### src/rtl/measurement_sequencer_if.sv
// Bundle between the SPI command decoder / readout side and the acquisition sequencer.
// The master side issues commands and takes results; the slave side is the sequencer.
interface measurement_sequencer_if #(
    parameter int IDX_W = 16
);
    logic             cmd_valid;
    logic [7:0]       command;
    logic [IDX_W-1:0] num_patterns;
    logic             result_ready;

    logic             pattern_trig;
    logic             clear_count;
    logic             start_count;
    logic             latch_count;
    logic             result_valid;
    logic [IDX_W-1:0] pattern_idx;
    logic             busy;
    logic             done;

    modport master (
        output cmd_valid, command, num_patterns, result_ready,
        input  pattern_trig, clear_count, start_count, latch_count,
        input  result_valid, pattern_idx, busy, done
    );

    modport slave (
        input  cmd_valid, command, num_patterns, result_ready,
        output pattern_trig, clear_count, start_count, latch_count,
        output result_valid, pattern_idx, busy, done
    );
endinterface

### src/rtl/measurement_sequencer.sv
// Single-pixel-imaging acquisition sequencer: per pattern trigger DMD, settle, clear the
// photon counter, gate counting, latch, then hold the result until the readout takes it.
module measurement_sequencer #(
    parameter int SETTLE_CYCLES = 100,
    parameter int GATE_CYCLES   = 1000,
    parameter int IDX_W         = 16
) (
    input  logic clk,
    input  logic rst,
    measurement_sequencer_if.slave bus
);
    localparam int MAX_CYCLES = (SETTLE_CYCLES > GATE_CYCLES) ? SETTLE_CYCLES : GATE_CYCLES;
    localparam int TIMER_W    = $clog2(MAX_CYCLES) + 1;
    localparam logic [TIMER_W-1:0] SETTLE_LOAD =
        TIMER_W'((SETTLE_CYCLES > 0) ? SETTLE_CYCLES - 1 : 0);
    localparam logic [TIMER_W-1:0] GATE_LOAD = TIMER_W'(GATE_CYCLES - 1);

    localparam logic [7:0] CMD_STOP  = 8'h00;
    localparam logic [7:0] CMD_START = 8'h01;

    typedef enum logic [2:0] {
        ST_IDLE,
        ST_TRIG,
        ST_SETTLE,
        ST_CLEAR,
        ST_GATE,
        ST_LATCH,
        ST_WAIT_RD
    } state_t;

    state_t             state_reg;
    logic [TIMER_W-1:0] timer_reg;
    logic [IDX_W-1:0]   num_reg;
    logic [IDX_W-1:0]   pattern_idx_reg;
    logic               pattern_trig_reg;
    logic               clear_count_reg;
    logic               start_count_reg;
    logic               latch_count_reg;
    logic               result_valid_reg;
    logic               busy_reg;
    logic               done_reg;

    logic abort_cmd;
    logic start_cmd;
    logic last_pattern;

    assign abort_cmd    = bus.cmd_valid && (bus.command == CMD_STOP);
    assign start_cmd    = bus.cmd_valid && (bus.command == CMD_START) && (bus.num_patterns != '0);
    assign last_pattern = (pattern_idx_reg == num_reg - IDX_W'(1));

    // Abort is handled exactly like reset so that no stray LATCH or DONE can follow it.
    always_ff @(posedge clk) begin
        if (rst || abort_cmd) begin
            state_reg        <= ST_IDLE;
            timer_reg        <= '0;
            num_reg          <= '0;
            pattern_idx_reg  <= '0;
            pattern_trig_reg <= 1'b0;
            clear_count_reg  <= 1'b0;
            start_count_reg  <= 1'b0;
            latch_count_reg  <= 1'b0;
            result_valid_reg <= 1'b0;
            busy_reg         <= 1'b0;
            done_reg         <= 1'b0;
        end else begin
            pattern_trig_reg <= 1'b0;
            clear_count_reg  <= 1'b0;
            latch_count_reg  <= 1'b0;
            done_reg         <= 1'b0;

            case (state_reg)
                ST_IDLE: begin
                    if (start_cmd) begin
                        state_reg        <= ST_TRIG;
                        num_reg          <= bus.num_patterns;
                        pattern_idx_reg  <= '0;
                        pattern_trig_reg <= 1'b1;
                        busy_reg         <= 1'b1;
                    end
                end

                ST_TRIG: begin
                    if (SETTLE_CYCLES == 0) begin
                        state_reg       <= ST_CLEAR;
                        clear_count_reg <= 1'b1;
                    end else begin
                        state_reg <= ST_SETTLE;
                        timer_reg <= SETTLE_LOAD;
                    end
                end

                ST_SETTLE: begin
                    if (timer_reg == '0) begin
                        state_reg       <= ST_CLEAR;
                        clear_count_reg <= 1'b1;
                    end else begin
                        timer_reg <= timer_reg - TIMER_W'(1);
                    end
                end

                ST_CLEAR: begin
                    state_reg       <= ST_GATE;
                    start_count_reg <= 1'b1;
                    timer_reg       <= GATE_LOAD;
                end

                // Timer counts down to zero so the gate spans exactly GATE_CYCLES cycles.
                ST_GATE: begin
                    if (timer_reg == '0) begin
                        state_reg       <= ST_LATCH;
                        start_count_reg <= 1'b0;
                        latch_count_reg <= 1'b1;
                    end else begin
                        timer_reg <= timer_reg - TIMER_W'(1);
                    end
                end

                ST_LATCH: begin
                    state_reg        <= ST_WAIT_RD;
                    result_valid_reg <= 1'b1;
                end

                ST_WAIT_RD: begin
                    if (result_valid_reg && bus.result_ready) begin
                        result_valid_reg <= 1'b0;
                        if (last_pattern) begin
                            state_reg       <= ST_IDLE;
                            pattern_idx_reg <= '0;
                            busy_reg        <= 1'b0;
                            done_reg        <= 1'b1;
                        end else begin
                            state_reg        <= ST_TRIG;
                            pattern_idx_reg  <= pattern_idx_reg + IDX_W'(1);
                            pattern_trig_reg <= 1'b1;
                        end
                    end
                end

                default: begin
                    state_reg        <= ST_IDLE;
                    start_count_reg  <= 1'b0;
                    result_valid_reg <= 1'b0;
                    busy_reg         <= 1'b0;
                end
            endcase
        end
    end

    assign bus.pattern_trig = pattern_trig_reg;
    assign bus.clear_count  = clear_count_reg;
    assign bus.start_count  = start_count_reg;
    assign bus.latch_count  = latch_count_reg;
    assign bus.result_valid = result_valid_reg;
    assign bus.pattern_idx  = pattern_idx_reg;
    assign bus.busy         = busy_reg;
    assign bus.done         = done_reg;
endmodule
### src/flat_wrapper.sv
// flat-port wrapper written by rule: the top's interface ports become plain ports
module measurement_sequencer_flat 
#(
    parameter int SETTLE_CYCLES = 100,
    parameter int GATE_CYCLES   = 1000,
    parameter int IDX_W         = 16
)
  (clk, rst, bus_cmd_valid, bus_command, bus_num_patterns, bus_result_ready, bus_pattern_trig, bus_clear_count, bus_start_count, bus_latch_count, bus_result_valid, bus_pattern_idx, bus_busy, bus_done);
  measurement_sequencer_if #(.IDX_W(IDX_W)) bus_i ();
  input  logic clk;
  input  logic rst;
  input wire logic [$bits(bus_i.cmd_valid)-1:0] bus_cmd_valid;
  input wire logic [$bits(bus_i.command)-1:0] bus_command;
  input wire logic [$bits(bus_i.num_patterns)-1:0] bus_num_patterns;
  input wire logic [$bits(bus_i.result_ready)-1:0] bus_result_ready;
  output wire logic [$bits(bus_i.pattern_trig)-1:0] bus_pattern_trig;
  output wire logic [$bits(bus_i.clear_count)-1:0] bus_clear_count;
  output wire logic [$bits(bus_i.start_count)-1:0] bus_start_count;
  output wire logic [$bits(bus_i.latch_count)-1:0] bus_latch_count;
  output wire logic [$bits(bus_i.result_valid)-1:0] bus_result_valid;
  output wire logic [$bits(bus_i.pattern_idx)-1:0] bus_pattern_idx;
  output wire logic [$bits(bus_i.busy)-1:0] bus_busy;
  output wire logic [$bits(bus_i.done)-1:0] bus_done;
  assign bus_i.cmd_valid = bus_cmd_valid;
  assign bus_i.command = bus_command;
  assign bus_i.num_patterns = bus_num_patterns;
  assign bus_i.result_ready = bus_result_ready;
  assign bus_pattern_trig = bus_i.pattern_trig;
  assign bus_clear_count = bus_i.clear_count;
  assign bus_start_count = bus_i.start_count;
  assign bus_latch_count = bus_i.latch_count;
  assign bus_result_valid = bus_i.result_valid;
  assign bus_pattern_idx = bus_i.pattern_idx;
  assign bus_busy = bus_i.busy;
  assign bus_done = bus_i.done;
  measurement_sequencer #(.SETTLE_CYCLES(SETTLE_CYCLES), .GATE_CYCLES(GATE_CYCLES), .IDX_W(IDX_W)) u_core (.clk(clk), .rst(rst), .bus(bus_i));
endmodule
### config.mk
export PLATFORM = sky130hd
export DESIGN_NAME = measurement_sequencer_flat
export DESIGN_NICKNAME = d
export VERILOG_FILES = /design/src/rtl/measurement_sequencer_if.sv /design/src/rtl/measurement_sequencer.sv /design/src/flat_wrapper.sv
export SDC_FILE = /design/constraint.sdc
export NUM_CORES = 1
export LEC_CHECK = 0
export CAP_MARGIN = 5
export CORE_MARGIN = 2
export CORE_UTILIZATION = 44
export DETAILED_ROUTE_END_ITERATION = 16
export GPL_TIMING_DRIVEN = 1
export HOLD_SLACK_MARGIN = 0.06
export PLACE_DENSITY = 0.69
export SETUP_SLACK_MARGIN = 0.02
export SLEW_MARGIN = 5
export SYNTH_ARGS = -nofsm -noshare
export SYNTH_HDL_FRONTEND = slang
export SYNTH_SLANG_ARGS = --single-unit
### constraint.sdc
create_clock -name clk -period 3.4 [get_ports clk]
set_input_delay 0.51 -clock clk [delete_from_list [all_inputs] [get_ports clk]]
set_output_delay 0.51 -clock clk [all_outputs]
set_load 0.02 [all_outputs]
* Word-level counts from Yosys, hierarchy flattened
Cells that the tools add are included.
** Cells by class
- Muxes and demuxes :: 26
- Equality and inequality tests :: 14
- $add $sub $neg :: 3
- Reductions and logical operators :: 25
- Bitwise logic cells :: 7
** Operators by type and width (number)
- 16-bit 2-to-1 mux :: 3
- 11-bit case mux with 3 select lines :: 1
- 16-bit case mux with 2 select lines :: 1
- 3-bit case mux with 7 select lines :: 1
- 16-bit by 1-bit adder with 16-bit output (second input constant) :: 1
- 16-bit == test :: 1
- 16-bit nonzero test :: 1
- 16-bit by 1-bit subtractor with 16-bit output (second input constant) :: 1
- 5-bit OR reduction :: 3
- 3-bit 2-to-1 mux :: 4
- 11-bit logical NOT :: 1
- 1-bit 2-to-1 mux :: 11
- 11-bit 2-to-1 mux :: 1
- 11-bit by 1-bit subtractor with 11-bit output (second input constant) :: 1
- 2-bit by 1-bit != test with 1-bit output (second input constant) :: 5
- 3-bit == test (second input constant) :: 3
- 1-bit case mux with 3 select lines :: 3
- 8-bit by 1-bit == test with 1-bit output (second input constant) :: 1
- 8-bit logical NOT :: 1
- 2-bit AND reduction :: 4
- 4-bit AND reduction :: 2
- 1-bit inverter :: 7
- 3-bit by 2-bit == test with 1-bit output (second input constant) :: 2
- 2-bit OR reduction :: 3
- 10 further kinds :: 13
** Word-level totals
- Register bits after elaboration :: 53
- Input port bits :: 28
- Word-level logic and storage cells :: 86

* Logic depth before layout (Yosys ltp)
Gate-level depths: netlist (run 1).
- Depth in word-level cells :: 5
- Gate-level depth with buffers :: 10
- Gate-level depth less buffers :: 9

* Worst setup path after synthesis (run 1)
OpenSTA, ideal clock, no wires.
- Kind :: reg-to-reg
- Start :: register u_core.num_reg[0]
- End :: register u_core.busy_reg (netlist: u_core.bus.busy)
- Arrival :: 2.169 ns
- Slack :: 1.116 ns
- Path buffers :: 0
- Period minus slack after synthesis :: 2.284 ns
- Stages on the path, launching flop included :: 10
- Library setup time :: 0.116 ns
- Required time :: 3.284 ns
- Path through :: dfxtp_1 -> inv_1 -> ha_1 -> and2b_1 -> xnor2_1 -> o41ai_1 -> nor4b_4 -> nand4_2 -> or2_1 -> a31o_1
** Between the ends
- Cells in the longest elaborated chain, start to end :: 4
** Ends and longest elaborated chain
- from (decl) :: RTL line measurement_sequencer.sv:33 : logic [IDX_W-1:0] num_reg;
- from (signal assigned) :: RTL line measurement_sequencer.sv:75 : num_reg <= bus.num_patterns;
- 16-bit by 1-bit subtractor with 16-bit output :: RTL line measurement_sequencer.sv:49 : assign last_pattern = (pattern_idx_reg == num_reg - IDX_W'(1));
- 16-bit == test :: RTL line measurement_sequencer.sv:49
- 2-bit by 1-bit != test with 1-bit output (no line)
- 4-bit AND reduction (no line)
- to (signal assigned) :: RTL line measurement_sequencer.sv:63 : busy_reg <= 1'b0;
- to (signal assigned) :: RTL line measurement_sequencer.sv:78 : busy_reg <= 1'b1;
- to (signal assigned) :: RTL line measurement_sequencer.sv:129 : busy_reg <= 1'b0;
- to (decl) :: RTL line measurement_sequencer.sv:40 : logic busy_reg;
Every way passes these cells.
A chain may end at the register's enable or synchronous reset.

* Final worst setup path (run 1)
- Start :: register u_core.num_reg[0]
- End :: register u_core.pattern_idx_reg[11] (netlist: u_core.bus.pattern_idx[11])
** Between the ends
- Cells in the longest elaborated chain, start to end :: 5
** Ends and longest elaborated chain
- 16-bit by 1-bit subtractor with 16-bit output :: RTL line measurement_sequencer.sv:49
- 16-bit == test :: RTL line measurement_sequencer.sv:49
- 16-bit 2-to-1 mux :: RTL line measurement_sequencer.sv:126 : if (last_pattern) begin
- 16-bit 2-to-1 mux :: RTL line measurement_sequencer.sv:124 : if (result_valid_reg && bus.result_ready) begin
- 16-bit case mux with 2 select lines :: RTL line measurement_sequencer.sv:71 : case (state_reg)
- to (signal assigned) :: RTL line measurement_sequencer.sv:133 : pattern_idx_reg <= pattern_idx_reg + IDX_W'(1);
- to (decl) :: RTL line measurement_sequencer.sv:34 : logic [IDX_W-1:0] pattern_idx_reg;
Every way passes these cells. The select of a mux whose other input is x is not followed.

==> results of run 1 <==
-- final cells by class --
class,instances,area share [%]
Timing Repair Buffer,53,14.19
Multi-Input combinational cell,306,51.14
Inverter,11,1.094
Sequential cell,53,28.11
Tap cell,96,3.182
Clock buffer,7,2.287
-- cell usage after synthesis, types with 3 or more instances --
master	instances	area, um^2
a21oi_1	36	180.2
ha_1	3	37.54
inv_1	11	41.29
or3_1	3	18.77
nand3_1	19	95.09
nor4_1	11	68.82
xor2_1	17	148.9
o21ai_0	13	65.06
nor2_1	23	86.33
nand4_1	6	37.54
o31ai_1	3	22.52
or2_2	3	18.77
nand2b_1	4	25.02
dfxtp_1	53	1061
xnor2_1	17	148.9
nor4_4	3	63.81
a221oi_1	3	26.28
clkbuf_1	9	33.78
and3_1	9	56.30
nand2_1	55	206.5
nor3_1	26	130.1
a31oi_1	3	18.77
-- cell families after synthesis --
group | Yosys count | share of synthesized area [%]
flops | 53 | 33.78
fa+ha+maj | 3 | 1.195
buf+inv | 28 | 4.741
xor+xnor | 34 | 9.482
simple gates | 183 | 32.63
compound gates | 83 | 17.17
mux | 3 | 0.9960
-- per-layer routing --
| layer | vias to the layer above | share of wire [%] | global-route usage, % |
|---|---|---|---|
| li1 | 1486 | - | - |
| met1 | 1398 | 47 | 26.13 |
| met2 | 37 | 49 | 34.31 |
| met3 | 10 | 2.6 | 3.358 |
| met4 | 0 | 1.4 | 5.510 |
| met5 | - | 0 | 0 |
-- final timing paths --
path / slack, ns / endpoint / startpoint / cells past startpoint
worst max-delay path: 0.66 / u_core.bus.pattern_idx[11] / u_core.num_reg[0] / 9
worst min-delay path: 0.49 / u_core.num_reg[15] / u_core.num_reg[15] / 2
worst max register to register: 0.66 / u_core.bus.pattern_idx[11] / u_core.num_reg[0] / 9
worst min register to register: 0.49 / u_core.num_reg[15] / u_core.num_reg[15] / 2
-- worst register-to-register path, cell delays in order, from the launching register on --
cell and delay [ns]:
dfxtp_1 0.46, inv_1 0.07, ha_1 0.25, and2b_1 0.26, xnor2_1 0.16, o41ai_1 0.38
nor4b_4 0.30, nand4_2 0.23, a21oi_4 0.40, nor3_1 0.10
-- through the flow --
stage / utilization, % / power [mW]
5_1_grt: 54.95 / 1.115
2_1_floorplan: - / 0.6728
6_report: 54.95 / 1.070
4_1_cts: 54.95 / 1.083
3_5_place_dp: 53.70 / 0.7216
3_3_place_gp: 53.70 / 0.7207
-- power breakdown --
part           internal [mW]  leakage, nW  switching (mW)
logic                 0.0445        0.801          0.0344
clock network          0.162       0.0443           0.201
registers              0.624        0.427         0.00353
total                  0.831         1.27           0.239
==> impl_metrics.tcl, run 1 <==
set metrics [dict create \
    setup_ws_ns 0.6645 \
    dieArea_um2 7830 \
    ys.flop_type "dfxtp_1" \
    grt_max_degree 35 \
    clkTransAtPathRegs_ns 0.09 \
    cp.required_ns 3.59 \
    cp_top_family "simple AND/OR/NAND/NOR gates" \
    hold_violations 0 \
    worst-path-max-fanout 14 \
    slew_violations 0 \
    first_pass_iters 4 \
    ios 51 \
    num-nets-final 461 \
    post_cts.repair.setup_buffers 0 \
    cts_buffers 5 \
    cts-resized-gates 0 \
    grt_antenna_before_repair 0 \
    ys_types 67 \
    dpl.hpwl_mm 5.672 \
    cpMaxStageDelayCell "dfxtp_1" \
    wl_mm 7.648 \
    yosysSeqAreaShare_pct 33.78 \
    worstSetupEndpointType "register" \
    max-vdd-ir-drop_v 0.0002020 \
    drc_errors 0 \
    synth_edf_count 0 \
    fin_crit_ns 2.735 \
    setup_tns_ns 0 \
    cts_root_buffer "clkbuf_8" \
    first_iter_violations 139 \
    syn_avg_cell_area_um2 8.115 \
    detail-route-antenna-nets 0 \
    setup_viol 0 \
    antenna-diode-count 0 \
    place_area_um2 3689 \
    netlist_area_um2 3141 \
    powerDensity_nw_per_um2 283.3 \
    tightest_slew_ns 0.6119 \
    async_reset_ff_share_pct 0 \
    relSlewSlack_pct 59.15 \
    routedWlPerCell_um 14.54 \
    cp.arrival_ns 2.92 \
    ys_ff_latch 53 \
    netlist_instances 387 \
    status "complete, no violations" \
    yosysWarnings 0 \
    die_w_um 88.49 \
    die_h_um 88.49 \
    gp_congestion 0.8732 \
    finalNonFillerCells 526 \
    max_freq_mhz 365.6 \
    multiInputGateArea_um2 1931 \
    grt_pass1_wl_mm 12.50 \
    grt_setup_unrepaired "no" \
    grt-ovfl-total 0 \
    drive_above_1_share_pct 7.907 \
    rows 30 \
    syn-num-nets 418 \
    regArea_um2 1061 \
    cts_buffer_depth 2 \
    cts-hold-fix-buffers 0 \
    grt.total_usage_pct 20.04 \
    final_common_cell "nand2_1" \
    mostFrequentLayoutCells "nand2_1 (55), dfxtp_1 (53), clkdlybuf4s50_1 (50)" \
    cts_sinks 53 \
    viasPerCell 5.572 \
    clock_latency_ns 0.31 \
    cp_cell_sequence "inv_1 > ha_1 > and2b_1 > xnor2_1 > o41ai_1 > nor4b_4 > nand4_2 > a21oi_4 > nor3_1" \
    grt_pass1_vias 2667 \
    vias 2931 \
    start_util_pct 45.72 \
    critPathMaxStageDelay_ns 0.46 \
    place_ws_ns 0.6491 \
    port_buffers 50 \
    holdWs_ns 0.4895 \
    startpoint_type "register" \
    area_growth_pct 20.20 \
    crit_type "register to register" \
    p_leak_nw 1.273 \
    cts_max_level 2 \
    skew_ns 0.009509 \
    maxCapViolCount 0 \
    fillers 660 \
    hold_class "register to register" \
    cts_tree "yes" \
    finalInstanceArea_um2 3775 \
    core_area_um2 6869 \
    crit_buf_inv 1 \
    dp_cells 519 \
    period_share_pct 80.45 \
]
No activity file was read; power rests on OpenSTA's default activity.
==> run 2, diff against run 1 <==
- clock period: 3.4 -> 2.7 ns (I/O delays scaled with it)
==> impl_metrics.tcl, run 2 (synthesis results as in run 1) <==
set metrics [dict create \
    cp_cell_sequence "inv_1 > ha_1 > and2b_1 > xnor2_1 > o41ai_2 > nor4b_4 > nand4_4 > or2_1 > a31o_1" \
    wl_mm 7.783 \
    finalInstanceArea_um2 3836 \
    crit_buf_inv 1 \
    grt.total_usage_pct 20.44 \
    period_share_pct 94.73 \
    cts_buffer_depth 2 \
    cp.required_ns 2.90 \
    critPathMaxStageDelay_ns 0.45 \
    slew_violations 0 \
    routedWlPerCell_um 14.63 \
    cts_buffers 5 \
    tightest_slew_ns 0.5057 \
    vias 3018 \
    grt_pass1_vias 2751 \
    rows 30 \
    clock_latency_ns 0.31 \
    relSlewSlack_pct 66.23 \
    r2r_slack_ns 0.14 \
    first_pass_iters 4 \
    ios 51 \
    fin_crit_ns 2.558 \
    dpl.hpwl_mm 5.865 \
    cts_tree "yes" \
    cts_sinks 53 \
    total_power_mw 1.350 \
    fin_util_pct 55.85 \
    port_buffers 50 \
    gp_congestion 0.9070 \
    worstSetupEndpointType "register" \
    final_common_cell "nand2_1" \
    worst-path-max-fanout 6 \
    status "complete, no violations" \
    max-vdd-ir-drop_v 0.0002379 \
    dieArea_um2 7830 \
    fillers 642 \
    setup_ws_ns 0.1422 \
    die_h_um 88.49 \
    start_util_pct 45.72 \
    p_leak_nw 1.313 \
    core_area_um2 6869 \
    powerDensity_nw_per_um2 351.8 \
    hold_violations 0 \
    drive_above_1_share_pct 9.404 \
    grt-ovfl-total 0 \
    num-nets-final 467 \
    antenna-diode-count 0 \
    cts-hold-fix-buffers 0 \
    grt_setup_unrepaired "yes" \
    area_growth_pct 22.15 \
    grt_pass1_wl_mm 12.85 \
    setup_viol 0 \
    holdWs_ns 0.4862 \
    cp_top_family "simple AND/OR/NAND/NOR gates" \
    regArea_um2 1061 \
    max_freq_mhz 391.0 \
    place_ws_ns -0.04980 \
    crit_type "register to register" \
    viasPerCell 5.673 \
    mostFrequentLayoutCells "nand2_1 (55), dfxtp_1 (53), clkdlybuf4s50_1 (50)" \
    first_iter_violations 135 \
    place_area_um2 3714 \
    grt_antenna_before_repair 0 \
    drc_errors 0 \
    finalNonFillerCells 532 \
    hold_class "register to register" \
    multiInputGateArea_um2 1947 \
    clkTransAtPathRegs_ns 0.09 \
    skew_ns 0.01040 \
    cp.arrival_ns 2.76 \
    detail-route-antenna-nets 0 \
    grt_max_degree 24 \
    startpoint_type "register" \
    cts_max_level 2 \
    die_w_um 88.49 \
    cts_root_buffer "clkbuf_8" \
    cpMaxStageDelayCell "dfxtp_1" \
    setup_tns_ns 0 \
    dp_cells 524 \
    maxCapViolCount 0 \
]
[run 2: cell count changes in the layout (fill, tap and decap cells not counted)]
cell | before | now
buf_4 | 2 | 8
o41ai_2 | 0 | 1
o41ai_1 | 1 | 0
nand4_2 | 1 | 0
nand4_4 | 0 | 1
[run 2: final timing paths]
kind / from / end / cells after the start
setup reg to reg: u_core.num_reg[0] / u_core.bus.busy / 9
hold reg to reg: u_core.num_reg[15] / u_core.num_reg[15] / 2
hold / removal: u_core.num_reg[15] / u_core.num_reg[15] / 2
setup / recovery: u_core.num_reg[0] / u_core.bus.busy / 9
[run 2: cell type report]
type,count,share of cell area (%)
Tap cell,96,3.131
Sequential cell,53,27.66
Multi-Input combinational cell,306,50.75
Timing Repair Buffer,59,15.13
Clock buffer,7,2.250
Inverter,11,1.076
[run 2: tightest hold or removal path: cells and delay by family, from the launching register on]
family / cells / cell delay, ns
compound gates: 1 / 0.05
simple gates: 1 / 0.06
flops: 1 / 0.33
[run 2: routing by layer]
metal	global-route usage, %	wire [um]	vias to the layer above
met3	3.825	322	11
met1	27.36	3578	1438
met4	5.647	82	0
met5	0	0	-
met2	33.83	3798	66
li1	-	-	1503
[run 2: where the power goes]
group / internal, mW / total, mW / switching, mW
registers: 0.786 / 0.791 / 0.00464
clock network: 0.204 / 0.458 / 0.254
logic: 0.0560 / 0.101 / 0.0448
[run 2: timing repair]
action | CTS | global route
gates resized for setup | 1 | 1
setup buffers | 1 | 0
pin swaps | 1 | 1
endpoints found under the setup margin | 15 | 16
==> run 3, diff against run 2 <==
- CELL_PAD_IN_SITES_DETAIL_PLACEMENT: default -> 1
- CELL_PAD_IN_SITES_GLOBAL_PLACEMENT: default -> 1
- CORE_UTILIZATION: 44 -> 40
- PLACE_DENSITY: 0.69 -> 0.81
==> impl_metrics.tcl, run 3 (synthesis results as in run 1) <==
set metrics [dict create \
    globalRouteMet1Util_pct 30.36 \
    fillers 933 \
    setup_viol 0 \
    vias 3092 \
    num-nets-final 473 \
    die_w_um 92.61 \
    fin_util_pct 51.29 \
    p_leak_nw 1.357 \
    hold_violations 0 \
    viasPerCell 5.673 \
    die_h_um 92.61 \
    clock_latency_ns 0.31 \
    cts_tree "yes" \
    setup_ws_ns 0.1291 \
    total_power_mw 1.399 \
    cpMaxStageDelayCell "dfxtp_4" \
    max_freq_mhz 389.0 \
    use_met3_pct 3.173 \
    cp.required_ns 2.91 \
    final_common_cell "nand2_1" \
    start_util_pct 41.07 \
    crit_buf_inv 2 \
    first_pass_iters 4 \
    first_iter_violations 92 \
    tightest_slew_ns 0.5540 \
    cts_buffer_depth 2 \
    dpl.hpwl_mm 6.745 \
    fin_crit_ns 2.571 \
    grt_pass1_vias 3052 \
    area_growth_pct 24.90 \
    gp_congestion 0.7997 \
    skew_ns 0.004788 \
    grt_pass1_wl_mm 15.24 \
    maxCapViolCount 0 \
    critPathMaxStageDelay_ns 0.39 \
    grt_antenna_before_repair 0 \
    dp_cells 531 \
    cts_max_level 2 \
    rows 32 \
    finalNonFillerCells 545 \
    multiInputGateArea_um2 1948 \
    dieArea_um2 8576 \
    regArea_um2 1066 \
    mostFrequentLayoutCells "nand2_1 (55), dfxtp_1 (51), clkdlybuf4s50_1 (50)" \
    detail-route-antenna-nets 0 \
    grt_max_degree 37 \
    drive_above_1_share_pct 11.74 \
    wl_mm 9.260 \
    drc_errors 0 \
    period_share_pct 95.22 \
    slew_violations 0 \
    place_ws_ns -0.09886 \
    grt_busiest_layer "met2" \
    powerDensity_nw_per_um2 356.6 \
    worstSetupEndpointType "register" \
    hold_class "register to register" \
    worst-path-max-fanout 6 \
    grtUsageMet2_pct 36.07 \
    startpoint_type "register" \
    holdWs_ns 0.5072 \
    antenna-diode-count 0 \
    port_buffers 50 \
    ios 51 \
    cp_top_family "simple AND/OR/NAND/NOR gates" \
    cp_cell_sequence "inv_1 > ha_1 > and2b_2 > buf_4 > nand4b_2 > mux2_2 > a21oi_1 > nand4_4 > or2_1 > a31o_1" \
    relSlewSlack_pct 63.00 \
    cp.arrival_ns 2.78 \
    cts_buffers 5 \
    routedWlPerCell_um 16.99 \
    cts_sinks 53 \
    max-vdd-ir-drop_v 0.0002473 \
    grt-ovfl-total 0 \
    cts_root_buffer "clkbuf_8" \
    clkTransAtPathRegs_ns 0.10 \
    crit_type "register to register" \
    core_area_um2 7647 \
    grt.total_usage_pct 22.04 \
    status "complete, no violations" \
]
==> run 3: cell types whose count changed in the layout (fill, tap and decap cells not counted) <==
cell and change:
buf_4 +5, dfxtp_1 -2, and2b_1 -1, and2b_2 +1, buf_12 +1, clkbuf_1 -1, clkbuf_8 +1, clkinv_2 +1
dfxtp_2 +1, dfxtp_4 +1
==> run 3: worst paths after layout <==
check	from	end	slack, ns	depth (start not counted)
min	u_core.num_reg[1]	u_core.num_reg[1]	0.51	2
max reg2reg	u_core.num_reg[0]	u_core.bus.busy	0.13	10
min reg2reg	u_core.num_reg[1]	u_core.num_reg[1]	0.51	2
max	u_core.num_reg[0]	u_core.bus.busy	0.13	10
==> run 3: through the flow <==
step | area (um^2) | TNS, ns
floorplan | 3141 | 0
global placement | 3741 | 0
detailed placement | 3741 | -1.254
CTS | 3870 | 0
global route | 3923 | -0.03504
finish | 3923 | 0
==> run 3: per-layer routing <==
metal  vias to the layer above  wire length (um)
li1                       1509                 -
met1                      1510              4338
met3                         7               334
met4                         0               107
met2                        66              4480
met5                         -                 0
==> run 3: power breakdown <==
part	internal, mW	total, mW	switching (mW)	leakage [nW]
registers	0.785	0.790	0.00469	0.428
logic	0.0584	0.104	0.0459	0.874
clock network	0.233	0.505	0.272	0.0542
==> run 3: worst reg2reg max path, delay by kind of cell (launching register included) <==
| family | cells | cell delay, ns |
|---|---|---|
| simple gates | 4 | 0.78 |
| compound gates | 2 | 0.48 |
| flops | 1 | 0.39 |
| mux | 1 | 0.35 |
| fa+ha+maj | 1 | 0.25 |
| buf+inv | 2 | 0.21 |
==> run 3: final cells by class <==
type / instances / area share (%)
clock buffers: 7 / 2.456
well taps: 102 / 3.254
clock inverters: 1 / 0.1276
multi-input cells: 306 / 49.67
inverters: 11 / 1.053
repair buffers: 65 / 16.27
flip-flops and latches: 53 / 27.18
==> run 3: repair_timing <==
action / CTS / global route
endpoints found under the setup margin: 15 / 24
buffers inserted: 1 / 5
resized for setup: 1 / 5
hold buffers: 0 / 0
pin swaps: 1 / 5
